## src/rtl/csa_ctrl_pkg.sv

```systemverilog
// Shared types and default parameters for the carry-save accumulator controller.
// The FSM state encodings are fixed here so every file decodes them the same way.
package csa_ctrl_pkg;

    localparam int DEF_WIDTH   = 4;
    localparam int DEF_ACC_W   = 8;
    localparam int DEF_MAX_OPS = 8;
    localparam int OPS_W       = 8;

    typedef enum logic [1:0] {
        ACCUM   = 2'd0,
        RESOLVE = 2'd1,
        DONE    = 2'd2
    } state_e;

endpackage

```

## src/rtl/csa_accumulator_ctrl_if.sv

```systemverilog
// Operand-in / result-out handshake bundle for csa_accumulator_ctrl.
// The master side offers operands and consumes results; the slave side is the accumulator.
interface csa_accumulator_ctrl_if #(
    parameter int WIDTH = csa_ctrl_pkg::DEF_WIDTH,
    parameter int ACC_W = csa_ctrl_pkg::DEF_ACC_W
);

    logic                           in_valid;
    logic                           in_ready;
    logic [WIDTH-1:0]               in_data;
    logic                           in_last;
    logic                           out_valid;
    logic                           out_ready;
    logic [ACC_W-1:0]               out_sum;
    logic [csa_ctrl_pkg::OPS_W-1:0] out_ops;
    logic                           out_trunc;

    modport master (
        output in_valid, in_data, in_last, out_ready,
        input  in_ready, out_valid, out_sum, out_ops, out_trunc
    );

    modport slave (
        input  in_valid, in_data, in_last, out_ready,
        output in_ready, out_valid, out_sum, out_ops, out_trunc
    );

endinterface

```

## src/rtl/csa_row.sv

```systemverilog
// One row of 3:2 compressors: bitwise full adders with the carry left unshifted.
module csa_row #(
    parameter int W = 8
) (
    input  logic [W-1:0] a,
    input  logic [W-1:0] b,
    input  logic [W-1:0] c,
    output logic [W-1:0] sum,
    output logic [W-1:0] carry
);

    assign sum   = a ^ b ^ c;
    assign carry = (a & b) | (a & c) | (b & c);

endmodule

```

## src/rtl/csa_accumulator_ctrl.sv

```systemverilog
// Frame accumulator: operands are folded into a carry-save pair one per cycle,
// then resolved by a single carry-propagate add and held until the result is taken.
module csa_accumulator_ctrl
    import csa_ctrl_pkg::*;
#(
    parameter int WIDTH   = DEF_WIDTH,
    parameter int ACC_W   = DEF_ACC_W,
    parameter int MAX_OPS = DEF_MAX_OPS
) (
    input  logic                  clk,
    input  logic                  rst,
    csa_accumulator_ctrl_if.slave bus
);

    state_e             state_q, state_d;
    logic [ACC_W-1:0]   s_q, s_d, c_q, c_d;
    logic [ACC_W-1:0]   out_sum_q, out_sum_d;
    logic [OPS_W-1:0]   cnt_q, cnt_d, out_ops_q, out_ops_d;
    logic               out_trunc_q, out_trunc_d;
    logic               in_ready_q, in_ready_d;
    logic               out_valid_q, out_valid_d;

    logic [ACC_W-1:0]   x, row_sum, row_carry;
    logic [OPS_W-1:0]   cnt_inc;
    logic               accept, handshake;

    assign x         = ACC_W'(bus.in_data);
    assign accept    = bus.in_valid && in_ready_q;
    assign handshake = out_valid_q && bus.out_ready;
    assign cnt_inc   = cnt_q + OPS_W'(1);

    csa_row #(.W(ACC_W)) u_row (
        .a     (s_q),
        .b     (c_q),
        .c     (x),
        .sum   (row_sum),
        .carry (row_carry)
    );

    always_comb begin
        // NOTE: every _d starts from its _q so no path through this block can infer a latch.
        state_d     = state_q;
        s_d         = s_q;
        c_d         = c_q;
        cnt_d       = cnt_q;
        out_sum_d   = out_sum_q;
        out_ops_d   = out_ops_q;
        out_trunc_d = out_trunc_q;

        unique case (state_q)
            ACCUM: begin
                if (accept) begin
                    s_d   = row_sum;
                    c_d   = row_carry << 1;
                    cnt_d = cnt_inc;
                    if (bus.in_last || cnt_inc == OPS_W'(MAX_OPS)) begin
                        state_d     = RESOLVE;
                        out_trunc_d = !bus.in_last;
                    end
                end
            end
            RESOLVE: begin
                out_sum_d = s_q + c_q;
                out_ops_d = cnt_q;
                state_d   = DONE;
            end
            DONE: begin
                if (handshake) begin
                    s_d     = '0;
                    c_d     = '0;
                    cnt_d   = '0;
                    state_d = ACCUM;
                end
            end
            default: state_d = ACCUM;
        endcase

        in_ready_d  = (state_d == ACCUM);
        out_valid_d = (state_q == DONE) && !handshake;
    end

    always_ff @(posedge clk or posedge rst) begin
        // NOTE: state uses non-blocking assignments so every flop samples pre-edge values.
        if (rst) begin
            state_q     <= ACCUM;
            s_q         <= '0;
            c_q         <= '0;
            cnt_q       <= '0;
            out_sum_q   <= '0;
            out_ops_q   <= '0;
            out_trunc_q <= 1'b0;
            in_ready_q  <= 1'b0;
            out_valid_q <= 1'b0;
        end else begin
            state_q     <= state_d;
            s_q         <= s_d;
            c_q         <= c_d;
            cnt_q       <= cnt_d;
            out_sum_q   <= out_sum_d;
            out_ops_q   <= out_ops_d;
            out_trunc_q <= out_trunc_d;
            in_ready_q  <= in_ready_d;
            out_valid_q <= out_valid_d;
        end
    end

    assign bus.in_ready  = in_ready_q;
    assign bus.out_valid = out_valid_q;
    assign bus.out_sum   = out_sum_q;
    assign bus.out_ops   = out_ops_q;
    assign bus.out_trunc = out_trunc_q;

endmodule

```

## src/flat_wrapper.sv

```systemverilog
// flat-port wrapper written by rule: the top's interface ports become plain ports
module csa_accumulator_ctrl_flat import csa_ctrl_pkg::*;
#(
    parameter int WIDTH   = DEF_WIDTH,
    parameter int ACC_W   = DEF_ACC_W,
    parameter int MAX_OPS = DEF_MAX_OPS
)
  (clk, rst, bus_in_valid, bus_in_data, bus_in_last, bus_out_ready, bus_in_ready, bus_out_valid, bus_out_sum, bus_out_ops, bus_out_trunc);
  csa_accumulator_ctrl_if #(.WIDTH(WIDTH), .ACC_W(ACC_W)) bus_i ();
  input  logic clk;
  input  logic rst;
  input wire logic [$bits(bus_i.in_valid)-1:0] bus_in_valid;
  input wire logic [$bits(bus_i.in_data)-1:0] bus_in_data;
  input wire logic [$bits(bus_i.in_last)-1:0] bus_in_last;
  input wire logic [$bits(bus_i.out_ready)-1:0] bus_out_ready;
  output wire logic [$bits(bus_i.in_ready)-1:0] bus_in_ready;
  output wire logic [$bits(bus_i.out_valid)-1:0] bus_out_valid;
  output wire logic [$bits(bus_i.out_sum)-1:0] bus_out_sum;
  output wire logic [$bits(bus_i.out_ops)-1:0] bus_out_ops;
  output wire logic [$bits(bus_i.out_trunc)-1:0] bus_out_trunc;
  assign bus_i.in_valid = bus_in_valid;
  assign bus_i.in_data = bus_in_data;
  assign bus_i.in_last = bus_in_last;
  assign bus_i.out_ready = bus_out_ready;
  assign bus_in_ready = bus_i.in_ready;
  assign bus_out_valid = bus_i.out_valid;
  assign bus_out_sum = bus_i.out_sum;
  assign bus_out_ops = bus_i.out_ops;
  assign bus_out_trunc = bus_i.out_trunc;
  csa_accumulator_ctrl #(.WIDTH(WIDTH), .ACC_W(ACC_W), .MAX_OPS(MAX_OPS)) u_core (.clk(clk), .rst(rst), .bus(bus_i));
endmodule
```

## config.mk

```make
export PLATFORM = sky130hd
export DESIGN_NAME = csa_accumulator_ctrl_flat
export DESIGN_NICKNAME = d
export VERILOG_FILES = /design/src/rtl/csa_ctrl_pkg.sv /design/src/rtl/csa_accumulator_ctrl_if.sv /design/src/rtl/csa_row.sv /design/src/rtl/csa_accumulator_ctrl.sv /design/src/flat_wrapper.sv
export SDC_FILE = /design/constraint.sdc
export NUM_CORES = 1
export LEC_CHECK = 0
export CAP_MARGIN = 20
export CORE_ASPECT_RATIO = 1.75
export CORE_UTILIZATION = 49
export DETAILED_ROUTE_END_ITERATION = 8
export PLACE_DENSITY_LB_ADDON = 0.3
export SKIP_CTS_REPAIR_TIMING = 1
export SLEW_MARGIN = 25
export SYNTH_ARGS = -nofsm -noshare
export SYNTH_HDL_FRONTEND = slang
export SYNTH_SLANG_ARGS = --single-unit
```

## constraint.sdc

```tcl
create_clock -name clk -period 1.7 [get_ports clk]
set_clock_uncertainty 0.2 [all_clocks]
set_input_delay 0.17 -clock clk [delete_from_list [all_inputs] [get_ports clk]]
set_output_delay 0.17 -clock clk [all_outputs]
set_load 0.01 [all_outputs]
```

# After elaboration in Yosys (flattened, before gate mapping)
# Index checks and enable logic that the tools add are counted.
# word_totals
elab_cells	45
register_bits	45
out_inout_bits	19
in_bits	9
# classes
n_eq_ne	5
n_bitwise	7
n_addsub	2
mux	11
reduce_logical	11
# op_table
cell	count
$pmux W8 S2	3
$mux W8	4
$and A7 B4 Y7	2
$or A7 B7 Y7	2
$add A8 B1 Y8 const B	1
$add A8 B8 Y8	1
$eq A8 B4 Y1 const B	1
$xor A8 B4 Y8	1
$xor A8 B8 Y8	1
$and A7 B7 Y7	1
$mux W2	3
$pmux W2 S3	1
$reduce_and A3 Y1	2
$logic_not A2 Y1	2
$ne A2 B1 Y1 const B	2
$logic_and A1 B1 Y1	3
$eq A2 B1 Y1 const B	1
$eq A2 B2 Y1 const B	1
$logic_not A1 Y1	2
$reduce_bool A2 Y1	1
$logic_or A1 B1 Y1	1

# Depth between registers and ports, before layout
# depth
word_depth	7
ltp_mapped	7

# Cells and area by module
# Synthesis repeated with hierarchy kept, for this count alone.
# unflattened
hier_cells	202
area_unflattened_um2	2224.6
# modules_own_cells
mod	area_each_um2	cells_each	instances
csa_accumulator_ctrl	2064.5	194	1
csa_row	160.2	8	1

# Worst setup path after synthesis
# OpenSTA, ideal clock, no wires.
# synth_path
path_type	register to register
start	reg u_core.cnt_q[2]
end	reg u_core.in_ready_q, in the netlist u_core.bus.in_ready
slack_ns	-0.126
setup_time_ns	0.138
t_arrival_ns	1.488
stages_incl_launch_ff	6
t_required_ns	1.362
path_cell_list	dfrtp_1 and3_1 buf_6 a211o_1 a2111oi_2 nor3b_1
# synth_between
elab_chain_len	7
# synth_lines
element	line_no	source
start: declaration	csa_accumulator_ctrl.sv:18	logic [OPS_W-1:0] cnt_q, cnt_d, out_ops_q, out_ops_d;
start signal: assignment	csa_accumulator_ctrl.sv:98	cnt_q <= cnt_d;
$add A8 B1 Y8	csa_accumulator_ctrl.sv:30	assign cnt_inc = cnt_q + OPS_W'(1);
$eq A8 B4 Y1	csa_accumulator_ctrl.sv:56	if (bus.in_last || cnt_inc == OPS_W'(MAX_OPS)) begin
$logic_or A1 B1 Y1	csa_accumulator_ctrl.sv:56	
$mux W2	csa_accumulator_ctrl.sv:56	
$mux W2	csa_accumulator_ctrl.sv:52	if (accept) begin
$pmux W2 S3	csa_accumulator_ctrl.sv:50	unique case (state_q)
$logic_not A2 Y1	csa_accumulator_ctrl.sv:78	in_ready_d = (state_d == ACCUM);
named net u_core.in_ready_d	csa_accumulator_ctrl.sv:20	logic in_ready_q, in_ready_d;
end signal: assignment	csa_accumulator_ctrl.sv:102	in_ready_q <= in_ready_d;
end: declaration	csa_accumulator_ctrl.sv:20	
# The timed path passes the listed nets, and every way through them passes these cells.
# A chain may end at the register's enable or synchronous reset.

# Worst setup path in the final report
# layout_path
start	reg u_core.c_q[1]
end	reg u_core.out_sum_q[7], in the netlist u_core.bus.out_sum[7]
# layout_between
elab_chain_len	1
# layout_lines
element	line_no	source
start: declaration	csa_accumulator_ctrl.sv:16	logic [ACC_W-1:0] s_q, s_d, c_q, c_d;
start signal: assignment	csa_accumulator_ctrl.sv:87	c_q <= '0;
start signal: assignment	csa_accumulator_ctrl.sv:97	c_q <= c_d;
$add A8 B8 Y8	csa_accumulator_ctrl.sv:63	out_sum_d = s_q + c_q;
end signal: assignment	csa_accumulator_ctrl.sv:99	out_sum_q <= out_sum_d;
end: declaration	csa_accumulator_ctrl.sv:17	logic [ACC_W-1:0] out_sum_q, out_sum_d;
# No other way between the ends.

==> impl_metrics.tcl <==
set metrics [dict create \
    start_kind "flip-flop" \
    numCtsBuffers 5 \
    cts.sinks 44 \
    area_growth_pct 36.4 \
    synth_nets 226 \
    syn-instance-count 205 \
    initialDrtViolationCount 18 \
    timing.final.crit_share 1.09 \
    worst_slack_ns -0.147 \
    ff2ff_setup_slack_ns -0.15 \
    drcViolationCount 0 \
    vias_per_cell 5.57 \
    p_per_area_mw_per_mm2 1430 \
    clockBufferDepth 2 \
    place_area_mm2 0.00272 \
    rows 31 \
    yosysSeqAreaShare 0.517 \
    r2r-start "u_core.c_q[1]" \
    synth-seq-cells 44 \
    drt-total-wl_um 4740 \
    cp_max_fo 3 \
    fmax_ghz 0.541 \
    synth_area_mm2 0.00213 \
    drt-pass1-iter-count 4 \
    cp.arrival_ns 1.86 \
    final_max_slew_viol_count 0 \
    layout.cells.most_common_list "43 x dfrtp_1, 40 x nand2_1, 32 x buf_4" \
    yosysUniqueCellTypes 36 \
    violations "setup timing" \
    drive_gt1_frac 0.253 \
    worstSetupStartpoint "u_core.c_q[1]" \
    fin_crit_ns 1.85 \
    hold_violations 0 \
    die_area_mm2 0.00462 \
    vias 1749 \
    cp.required_ns 1.71 \
    ir_worst_vdd_v 0.000890 \
    r2r_end "u_core.bus.out_sum[7]" \
    final_common_cell "dfrtp_1" \
    nNetsFinal 285 \
    end_kind "flip-flop" \
    coreArea_mm2 0.00415 \
    grt_pass1_vias 1686 \
    die_height_um 89.2 \
    num_antenna_cells 0 \
    yosysWarnings 0 \
    pin_count 28 \
    r2r_cells 7 \
    dp.final_hpwl_um 3340 \
    port-buffer-count 27 \
    rsz0062_at_grt "yes" \
    h-tree-depth 2 \
    cts_root_buffer "clkbuf_8" \
    preCtsSetupSlack_ns -0.189 \
    clkSlewWorstSetupHoldPaths_ns 0.09 \
    crit_path_end "u_core.bus.out_sum[7]" \
    syn_avg_cell_area_um2 10.4 \
    grt.total_usage 0.220 \
    overflow 0 \
    nFillCells 314 \
    grt_max_degree 45 \
    drv_cap 0 \
    antenna_found_initial 0 \
    status "finished with violations" \
    gp_congestion 0.776 \
    grt_pass1_wl_um 7490 \
    design_area_mm2 0.00290 \
    clock_latency_ns 0.29 \
    finalSetupViolations 27 \
    hold_path_class "in2async" \
    detail-route-antenna-nets 0 \
    wl_per_cell_um 15.1 \
    start_util 0.513 \
    max_slew_margin 0.767 \
    fp.dieW_um 51.8 \
    p_leak_nw 1.40 \
    crit_type "reg2reg" \
    cts_tree "built" \
    worst_slew_pin_slew_ns 0.350 \
]
## registers in the layout (all words and copies together) (netlist names)
name / cells
u_core.bus.out_valid: 1
u_core.bus.out_ops: 8
u_core.s_q: 8
u_core.state_q: 2
u_core.bus.out_sum: 8
u_core.c_q: 7
u_core.bus.in_ready: 1
u_core.bus.out_trunc: 1
u_core.cnt_q: 8
## stage by stage
stage          hold slack [ns]  std cells  total power, W  TNS (ns)   util
2_1_floorplan           0.0868        205         0.00247    -0.265      -
3_3_place_gp             0.257        303         0.00327     -1.63  0.655
3_5_place_dp             0.262        303         0.00333     -2.52  0.655
4_1_cts                 0.0367        311         0.00403    -0.638  0.678
5_1_grt                 0.0549        314         0.00447     -3.54  0.700
6_report                0.0194        314         0.00416     -1.41  0.700
## report_power, final
part / internal [W] / switching, W / leakage, nW / total, W
Combinational: 0.00103 / 0.000910 / 0.761 / 0.00194
Clock: 0.000332 / 0.000361 / 0.0516 / 0.000693
Sequential: 0.00133 / 0.000194 / 0.584 / 0.00153
## worst min path at each step
stage                               start                    end  slack [ns]  cells after the start
floorplan                   bus_out_ready   u_core.bus.out_valid        0.09                      1
finish                                rst  u_core.bus.out_sum[1]        0.02                      3
global route                          rst  u_core.bus.out_sum[0]        0.05                      3
CTS                                   rst  u_core.bus.out_sum[0]        0.04                      3
global placement    u_core.bus.out_ops[7]  u_core.bus.out_ops[7]        0.26                      2
detailed placement  u_core.bus.out_ops[7]  u_core.bus.out_ops[7]        0.26                      2
## synthesized netlist by cell type
cell       instances  area [um^2]
dfrtp_1           44         1100
nand2_1           40          150
o21ai_0           21          105
a22o_1            15          131
clkbuf_1          10         37.5
ha_1               8          100
nor2_1             7         26.3
inv_1              5         18.8
nand3_1            5         25.0
a211oi_1           4         30.0
fa_1               4         80.1
nor3b_1            4         30.0
a31oi_1            3         18.8
nand4_1            3         18.8
nor2b_1            3         18.8
a211o_1            2         17.5
a21o_1             2         15.0
a21oi_1            2         10.0
and3_1             2         12.5
mux2i_1            2         20.0
nand2b_1           2         12.5
o21a_1             2         15.0
xor2_1             2         17.5
a2111oi_2          1         15.0
a21boi_0           1         7.51
and2_2             1         7.51
buf_6              1         11.3
nand4bb_1          1         11.3
nor3_1             1         5.00
nor4bb_1           1         10.0
o2111a_1           1         11.3
o21bai_1           1         7.51
o31a_1             1         8.76
or2_2              1         6.26
or4_1              1         7.51
xnor2_1            1         8.76
## worst max-delay path: stages, from the launching register on
cell,delay [ns]
dfrtp_1,0.39
ha_2,0.19
inv_2,0.05
fa_2,0.20
nor2b_2,0.06
o31a_1,0.27
o2111a_1,0.25
a211oi_2,0.16
## cell families after synthesis
group	share of synthesized area
compound gates	0.184
buf+inv	0.0317
xor+xnor	0.0123
simple gates	0.160
fa+ha+maj	0.0846
flops	0.517
mux	0.00940
## metal layers
layer	part of all wire	vias to the layer above	track usage	wire length, um
met5	0	-	0	0
met4	0.028	0	0.118	131
met3	0.018	10	0.0374	85
met2	0.55	29	0.383	2620
met1	0.40	864	0.251	1900
li1	-	846	-	-
## final cells by class
type | count | area [um^2] | share of cell area
multi-input combinational | 145 | 1070 | 0.368
clock buffer | 6 | 82.6 | 0.0284
tap | 49 | 61.3 | 0.0211
sequential | 44 | 1100 | 0.380
clock inverter | 2 | 13.8 | 0.00474
timing repair buffer | 63 | 558 | 0.192
inverter | 5 | 18.8 | 0.00646
No activity file was read; power rests on OpenSTA's default activity.
